$ cat config.mk
export PLATFORM = sky130hd
export DESIGN_NAME = mem_access_ctrl
export DESIGN_NICKNAME = d
export VERILOG_FILES = /design/src/rtl/mem_access_ctrl.sv
export SDC_FILE = /design/constraint.sdc
export NUM_CORES = 1
export LEC_CHECK = 0
export ABC_CLOCK_PERIOD_IN_PS = 1800
export BUFFER_PORTS_ARGS = -buffer_cell sky130_fd_sc_hd__buf_2
export CAP_MARGIN = 30
export CORE_MARGIN = 3
export CORE_UTILIZATION = 27
export DETAILED_ROUTE_END_ITERATION = 10
export PLACE_DENSITY = 0.48
export SLEW_MARGIN = 20
export SYNTH_ARGS = -nofsm -noshare
export SYNTH_HDL_FRONTEND = slang
export SYNTH_SLANG_ARGS = --single-unit
$ cat constraint.sdc
create_clock -name clock -period 1.8 [get_ports clock]
set_clock_uncertainty 0.1 [all_clocks]
set_input_delay 0.09 -clock clock [delete_from_list [all_inputs] [get_ports clock]]
set_output_delay 0.09 -clock clock [all_outputs]
set_load 0.005 [all_outputs]
$ cat src/rtl/mem_access_ctrl.sv
// mem_access_ctrl: sequences one LC-3 load/store (direct or indirect) into per-cycle memaccess drive,
// waiting on dmem_ready with a per-phase timeout and stalling upstream while busy.
module mem_access_ctrl #(
    parameter int AW = 16,
    parameter int DW = 16,
    parameter int TIMEOUT_CYC = 15
) (
    input  logic          clock,
    input  logic          reset,
    input  logic          req_valid,
    input  logic [1:0]    req_type,
    input  logic [AW-1:0] req_addr,
    input  logic [DW-1:0] req_data,
    input  logic          dmem_ready,
    input  logic [DW-1:0] dmem_dout,
    output logic          req_ready,
    output logic [1:0]    mem_state,
    output logic          M_Control,
    output logic [AW-1:0] M_Addr,
    output logic [DW-1:0] M_Data,
    output logic          stall,
    output logic          done,
    output logic          err,
    output logic [DW-1:0] load_data
);
    // State encodings equal the mem_state code each state drives
    localparam logic [1:0] S_READ  = 2'd0;
    localparam logic [1:0] S_INDIR = 2'd1;
    localparam logic [1:0] S_WRITE = 2'd2;
    localparam logic [1:0] S_IDLE  = 2'd3;
    localparam int CW = $clog2(TIMEOUT_CYC + 1);

    logic [1:0]    state;
    logic          to_write;
    logic [CW-1:0] wait_cnt;
    logic          timeout;

    assign req_ready = state == S_IDLE;
    assign stall     = !req_ready || req_valid;
    assign mem_state = state;
    assign M_Control = 1'b0;
    assign timeout   = !dmem_ready && wait_cnt == CW'(TIMEOUT_CYC - 1);

    always_ff @(posedge clock or posedge reset) begin
        if (reset) begin
            state     <= S_IDLE;
            to_write  <= 1'b0;
            wait_cnt  <= '0;
            M_Addr    <= '0;
            M_Data    <= '0;
            done      <= 1'b0;
            err       <= 1'b0;
            load_data <= '0;
        end else begin
            done <= 1'b0;
            err  <= 1'b0;
            if (state == S_IDLE) begin
                if (req_valid) begin
                    M_Addr   <= req_addr;
                    M_Data   <= req_data;
                    to_write <= req_type[1];
                    wait_cnt <= '0;
                    state    <= req_type == 2'b00 ? S_READ : req_type == 2'b10 ? S_WRITE : S_INDIR;
                end
            end else if (dmem_ready) begin
                wait_cnt <= '0;
                if (state == S_INDIR) begin
                    M_Addr <= dmem_dout;
                    state  <= to_write ? S_WRITE : S_READ;
                end else begin
                    if (state == S_READ) load_data <= dmem_dout;
                    done  <= 1'b1;
                    state <= S_IDLE;
                end
            end else if (timeout) begin
                done     <= 1'b1;
                err      <= 1'b1;
                wait_cnt <= '0;
                state    <= S_IDLE;
            end else begin
                wait_cnt <= wait_cnt + 1'b1;
            end
        end
    end
endmodule

==> results.yml, run 1 <==
outcome:
  status: "completed"
floorplanning:
  io_pins: 109
  die_width_um: 103
  row_count: 34
  die_h_um: 103
  initial_utilization_pct: 28.5
  core_area_mm2: 0.00898
  die_area_mm2: 0.0107
finish:
  drive_gt1_share_pct: 47.9
  post-route-cell-area_mm2: 0.00390
  final_nets: 409
  final_common_cell: "buf_2"
  final_util_pct: 43.4
  layout_common_cells: "buf_2 (107), dfrtp_1 (55), dlygate4sd3_1 (50), mux2_2 (24)"
  diodes: 0
  areaGrowthSynthToFinish_pct: 52.4
synth:
  synthSimpleGateAreaFrac_pct: 4.65
  synth-xor-area-share_pct: 0
  synth_nets: 246
  synth_top_family_by_area: "multiplexers"
  synth.cell_area_mm2: 0.00256
  synth-seq-area-share_pct: 55.9
  synth.largest_area_cell: "dfrtp_1"
  yosysWarnings: 0
  synth_cell_types: 33
  synth_area_leaders: "dfrtp_1 (54%), mux2_2 (11%), mux2i_1 (6.7%), mux2_4 (5.9%), a31oi_1 (4.6%)"
  ys_seq_elements: 57
  synth_top_area_share_pct: 53.8
  synth-adder-area-share_pct: 0.978
  synth.area.mux_share_pct: 23.1
  synth-compound-area-share_pct: 10.3
  syn_inst: 190
  avgSynthCellArea_um2: 13.5
clock_network:
  holdBufCountCts: 50
  cts.sinks: 57
  clock_path_buffers: 2
  clockRootBuffer: "clkbuf_8"
  htreeDepth: 3
  cts_tree: "done"
  cts_resized: 0
  cts_buffers: 9
  cts.clk_slew.worst_paths_ns: 0.06
  worstSkewPairLatency_ns: 0.32
  postCtsSetupBuffers: 0
global_route:
  grt.met1_usage_pct: 16.5
  overflow: 0
  grt_use_total_pct: 13.3
  use_met2_pct: 21.0
  met3_usage_pct: 5.70
  antenna_found_initial: 0
  grt_max_degree: 33
  grt_pass1_vias: 2136
  grt_pass1_wl_mm: 10.7
  grt-busiest-layer: "met2"
setup_path:
  cp_max_fo: 12
  max_stage_delay_ns: 0.55
  cp_slowest_cell: "dfstp_2"
  endpoint_kind: "primary output"
  crit_type: "flip-flop to primary output"
  r2r_slack_ns: 0.17
  required_ns: 1.61
  path_cells: "and2_4 -> buf_12 -> buf_2"
  cp-start-kind: "flip-flop"
  cp.arrival_ns: 1.46
flow_run:
  cap_violations: 0
pwr:
  p_per_area_mw_per_mm2: 1480
  leakage_nw: 1.87
  finalPower_w: 0.00577
  irDropWorstVdd_uv: 696
drt:
  dr_total_vias: 2093
  drtPass1Iterations: 4
  via_per_inst: 4.33
  drt_iter0_drc: 67
  antenna_left: 0
  wl_per_cell_um: 14.0
  wirelength_mm: 6.79
  drc: 0
sta:
  max_freq_mhz: 607
  final.setup.tns_ns: 0
  setup_viol: 0
  fin_crit_ns: 1.65
  rsz0062_at_grt: "false"
  slew_headroom_pct: 63.0
  slew_viol_final: 0
  period_share_pct: 91.5
  tightestPinTransition_ns: 0.556
  hold_viol_final: 0
placement:
  postPlaceCellArea_mm2: 0.00324
  port_buffers: 107
  place_hpwl_mm: 4.48
  gp_congestion: 0.744
worst_hold_path:
  min_path_type: "input pin to flip-flop"
-- synthesized netlist by cell type --
cell and count:
buf_4 1, nor2b_1 1, clkbuf_1 2, and3_1 1, nand2_4 1, o21ai_0 2
a21oi_1 19, nand2b_4 2, ha_1 2, o22ai_1 1, mux2_4 10, o2bb2ai_1 1
nand3_1 4, o221ai_1 1, o21a_1 1, mux2_2 24, inv_1 4, dfstp_2 2
a31oi_1 19, buf_2 4, conb_1 1, nor2_1 1, a21boi_0 1, nor2_4 1
buf_6 3, mux2i_1 17, nor3_1 1, and2_4 1, dfrtp_1 55, buf_12 2
nand2_1 3, buf_1 1, nand3b_1 1
-- cells by family after synthesis --
group	count (synthesis)
adder cells (fa/ha/maj)	2
buffers and inverters	17
other	1
multiplexers	51
AO/OA/AOI/OAI	45
AND/OR/NAND/NOR	17
flip-flops	57
-- cell type report --
class                      count  area (um^2)
sequential                    57         1430
clock buffer                  11          141
tap                          126          158
inverter                       4         15.0
timing repair buffer         165         1130
multi-input combinational    116         1000
clock inverter                 4         20.0
fill                         858         5080
-- critical path: cells and delay by family (launching register included) --
kind	cells	cell delay, ns
buffers and inverters	2	0.32
DFF	1	0.55
and+or+nand+nor	1	0.27
-- where the power goes --
| group | internal, W | switching, W | total, W |
|---|---|---|---|
| clock network | 0.000520 | 0.000492 | 0.00101 |
| logic | 0.00139 | 0.00113 | 0.00252 |
| registers | 0.00192 | 0.000322 | 0.00224 |
| total | 0.00383 | 0.00194 | 0.00577 |
-- routing by layer --
metal	up-vias	wire (um)
met2	85	3100
met4	0	63
met1	982	3070
met3	8	555
met5	-	0
li1	1018	-
-- through the flow --
step | worst slack, ns | hold slack (ns) | std cells
after global placement | 0.203 | 0.0361 | 418
after global routing | 0.0705 | 0.0294 | 483
after CTS | 0.121 | 0.00286 | 483
after detailed placement | 0.169 | 0.0382 | 418
final | 0.153 | 0.0135 | 483
after floorplan | 0.214 | 0.0635 | 190
-- path summary, 6_finish.rpt --
path,cells after the start,from,to
max reg2reg,3,mem_state[1]$_DFFE_PP1P_,M_Addr[13]$_DFFE_PP0P_
min,3,req_addr[9],M_Addr[9]$_DFFE_PP0P_
min reg2reg,1,M_Data[11]$_DFFE_PP0P_,M_Data[11]$_DFFE_PP0P_
max in group asynchronous,4,reset,wait_cnt[2]$_DFFE_PP0P_
min in group asynchronous,3,reset,M_Data[3]$_DFFE_PP0P_
max,3,mem_state[1]$_DFFE_PP1P_,req_ready
-- flip-flops by register name, indices dropped and copies added, names as in the netlist --
name,count
M_Data,16
err,1
M_Addr,16
done,1
load_data,16
to_write,1
mem_state,2
wait_cnt,4
Power figures use the tool's default switching activity.
==> run 2: changes to the inputs <==
CORE_MARGIN = 2   (was 3)
==> run 2 against run 1 <==
Effect of this change:
- register-to-register slack hardly changed
- setup slack worse by 0.015 ns
- flip-flop and latch count is the same
- largest cell class unchanged
- highest routed layer unchanged
- critical endpoint unchanged
- clock power up 26%
- clock-buffer cell count is 1 higher
- sequential share of layout area fell by 0.28 points
- final cell count down 2.9%
- critical path depth grew 1
- sequential power is essentially flat
- wire length fell by 1.5%
- cell area increased by 0.77%
==> results.yml, run 2 (synthesis results as in run 1) <==
sta:
  tightestPinTransition_ns: 0.553
  final.setup.tns_ns: 0
  fin_crit_ns: 1.66
  period_share_pct: 92.3
  slew_headroom_pct: 63.1
  rsz0062_at_grt: "false"
  slew_viol_final: 0
  max_freq_mhz: 602
  setup_viol: 0
  fin_hold_ws_ns: 0.0176
  hold_viol_final: 0
setup_path:
  cp_max_fo: 8
  cp-start-kind: "flip-flop"
  startpoint: "mem_state[1]$_DFFE_PP1P_"
  r2r_slack_ns: 0.18
  endpoint: "req_ready"
  required_ns: 1.61
  cp.arrival_ns: 1.47
  rr_worst_depth: 3
  r2r_start: "mem_state[1]$_DFFE_PP1P_"
  endpoint_kind: "primary output"
  worstReg2RegEnd: "M_Addr[12]$_DFFE_PP0P_"
  crit_type: "flip-flop to primary output"
finish:
  layout_common_cells: "buf_2 (107), dfrtp_1 (55), dlygate4sd3_1 (48), mux2_2 (24)"
  final_common_cell: "buf_2"
  final_cells: 469
  areaGrowthSynthToFinish_pct: 53.6
  drive_gt1_share_pct: 48.9
  diodes: 0
  final_nets: 409
  post-route-cell-area_mm2: 0.00393
  fillers: 876
  largestRegisters: "M_Addr: 16 flops, M_Data: 16 flops, load_data: 16 flops"
placement:
  gp_congestion: 0.715
  place_hpwl_mm: 4.36
  postPlaceCellArea_mm2: 0.00320
  placed_cells: 403
  port_buffers: 107
floorplanning:
  row_count: 35
  io_pins: 109
  core_area_mm2: 0.00920
  die_area_mm2: 0.0103
  initial_utilization_pct: 27.8
  die_h_um: 101
  die_width_um: 101
global_route:
  grt_pass1_vias: 2213
  grt_pass1_wl_mm: 10.8
  overflow: 0
  grt_max_degree: 43
  antenna_found_initial: 0
  grt_use_total_pct: 13.8
pwr:
  leakage_nw: 1.89
  p_per_area_mw_per_mm2: 1550
  irDropWorstVdd_uv: 579
  finalPower_w: 0.00608
clock_network:
  worstSkewPairLatency_ns: 0.33
  cts_buffers: 9
  cts.sinks: 57
  clockRootBuffer: "clkbuf_8"
  cts_tree: "done"
  htreeDepth: 3
  clock_path_buffers: 2
  cts.clk_slew.worst_paths_ns: 0.07
worst_hold_path:
  min_path_type: "input pin to flip-flop"
drt:
  dr_total_vias: 2099
  wl_per_cell_um: 14.3
  antenna_left: 0
  drt_iter0_drc: 63
  drc: 0
  via_per_inst: 4.48
  wirelength_mm: 6.69
  drtPass1Iterations: 4
flow_run:
  cap_violations: 0
outcome:
  status: "completed"
run 2: per-layer routing:
layer / share of wire [%] / GRT usage (%) / up-vias
met5: 0 / 0 / -
met4: 1.2 / 4.99 / 0
met3: 8.3 / 5.59 / 8
met2: 46 / 22.0 / 82
met1: 44 / 16.9 / 990
li1: - / - / 1019
run 2: layout make-up:
| class | count | area (um^2) | share of cell area, % |
|---|---|---|---|
| clock inverters | 4 | 50.0 | 1.27 |
| inverters | 4 | 15.0 | 0.382 |
| well taps | 111 | 139 | 3.54 |
| flip-flops and latches | 57 | 1430 | 36.4 |
| clock buffers | 12 | 165 | 4.21 |
| multi-input cells | 116 | 1000 | 25.5 |
| repair buffers | 165 | 1130 | 28.7 |
run 2: through the flow:
stage                     util, %  worst slack [ns]
after floorplan                 -             0.214
after global placement       34.8             0.192
after detailed placement     34.8             0.169
after CTS                    42.7             0.107
after global routing         42.7            0.0769
final                        42.7             0.138
run 2: critical path, cell delays in order, from the launching register on:
cell and delay (ns):
dfstp_2 0.54, and2_4 0.17, buf_12 0.14, buf_4 0.16, buf_2 0.13
run 2: power by group:
group	internal (W)	total (W)	switching, W
Clock	0.000750	0.00127	0.000517
Combinational	0.00143	0.00257	0.00114
Sequential	0.00192	0.00224	0.000322
Total	0.00410	0.00608	0.00198
run 2: worst min path at each step:
stage	startpoint	slack [ns]	end	depth (start not counted)
2_1_floorplan	dmem_ready	0.06	err$_DFF_PP0_	1
3_3_place_gp	reset	-0.005	M_Data[0]$_DFFE_PP0P_	2
3_5_place_dp	reset	0.0003	M_Data[0]$_DFFE_PP0P_	2
4_1_cts	req_addr[7]	0.0005	M_Addr[7]$_DFFE_PP0P_	3
5_1_grt	req_addr[7]	0.03	M_Addr[7]$_DFFE_PP0P_	3
6_report	req_addr[5]	0.02	M_Addr[5]$_DFFE_PP0P_	3
run 2: timing repair:
action | in CTS | in global routing
buffers inserted | 2 | 0
gates resized for setup | 0 | 0
hold endpoints to repair | 62 | 0
setup endpoints to repair | 1 | 0
hold buffers | 48 | 0
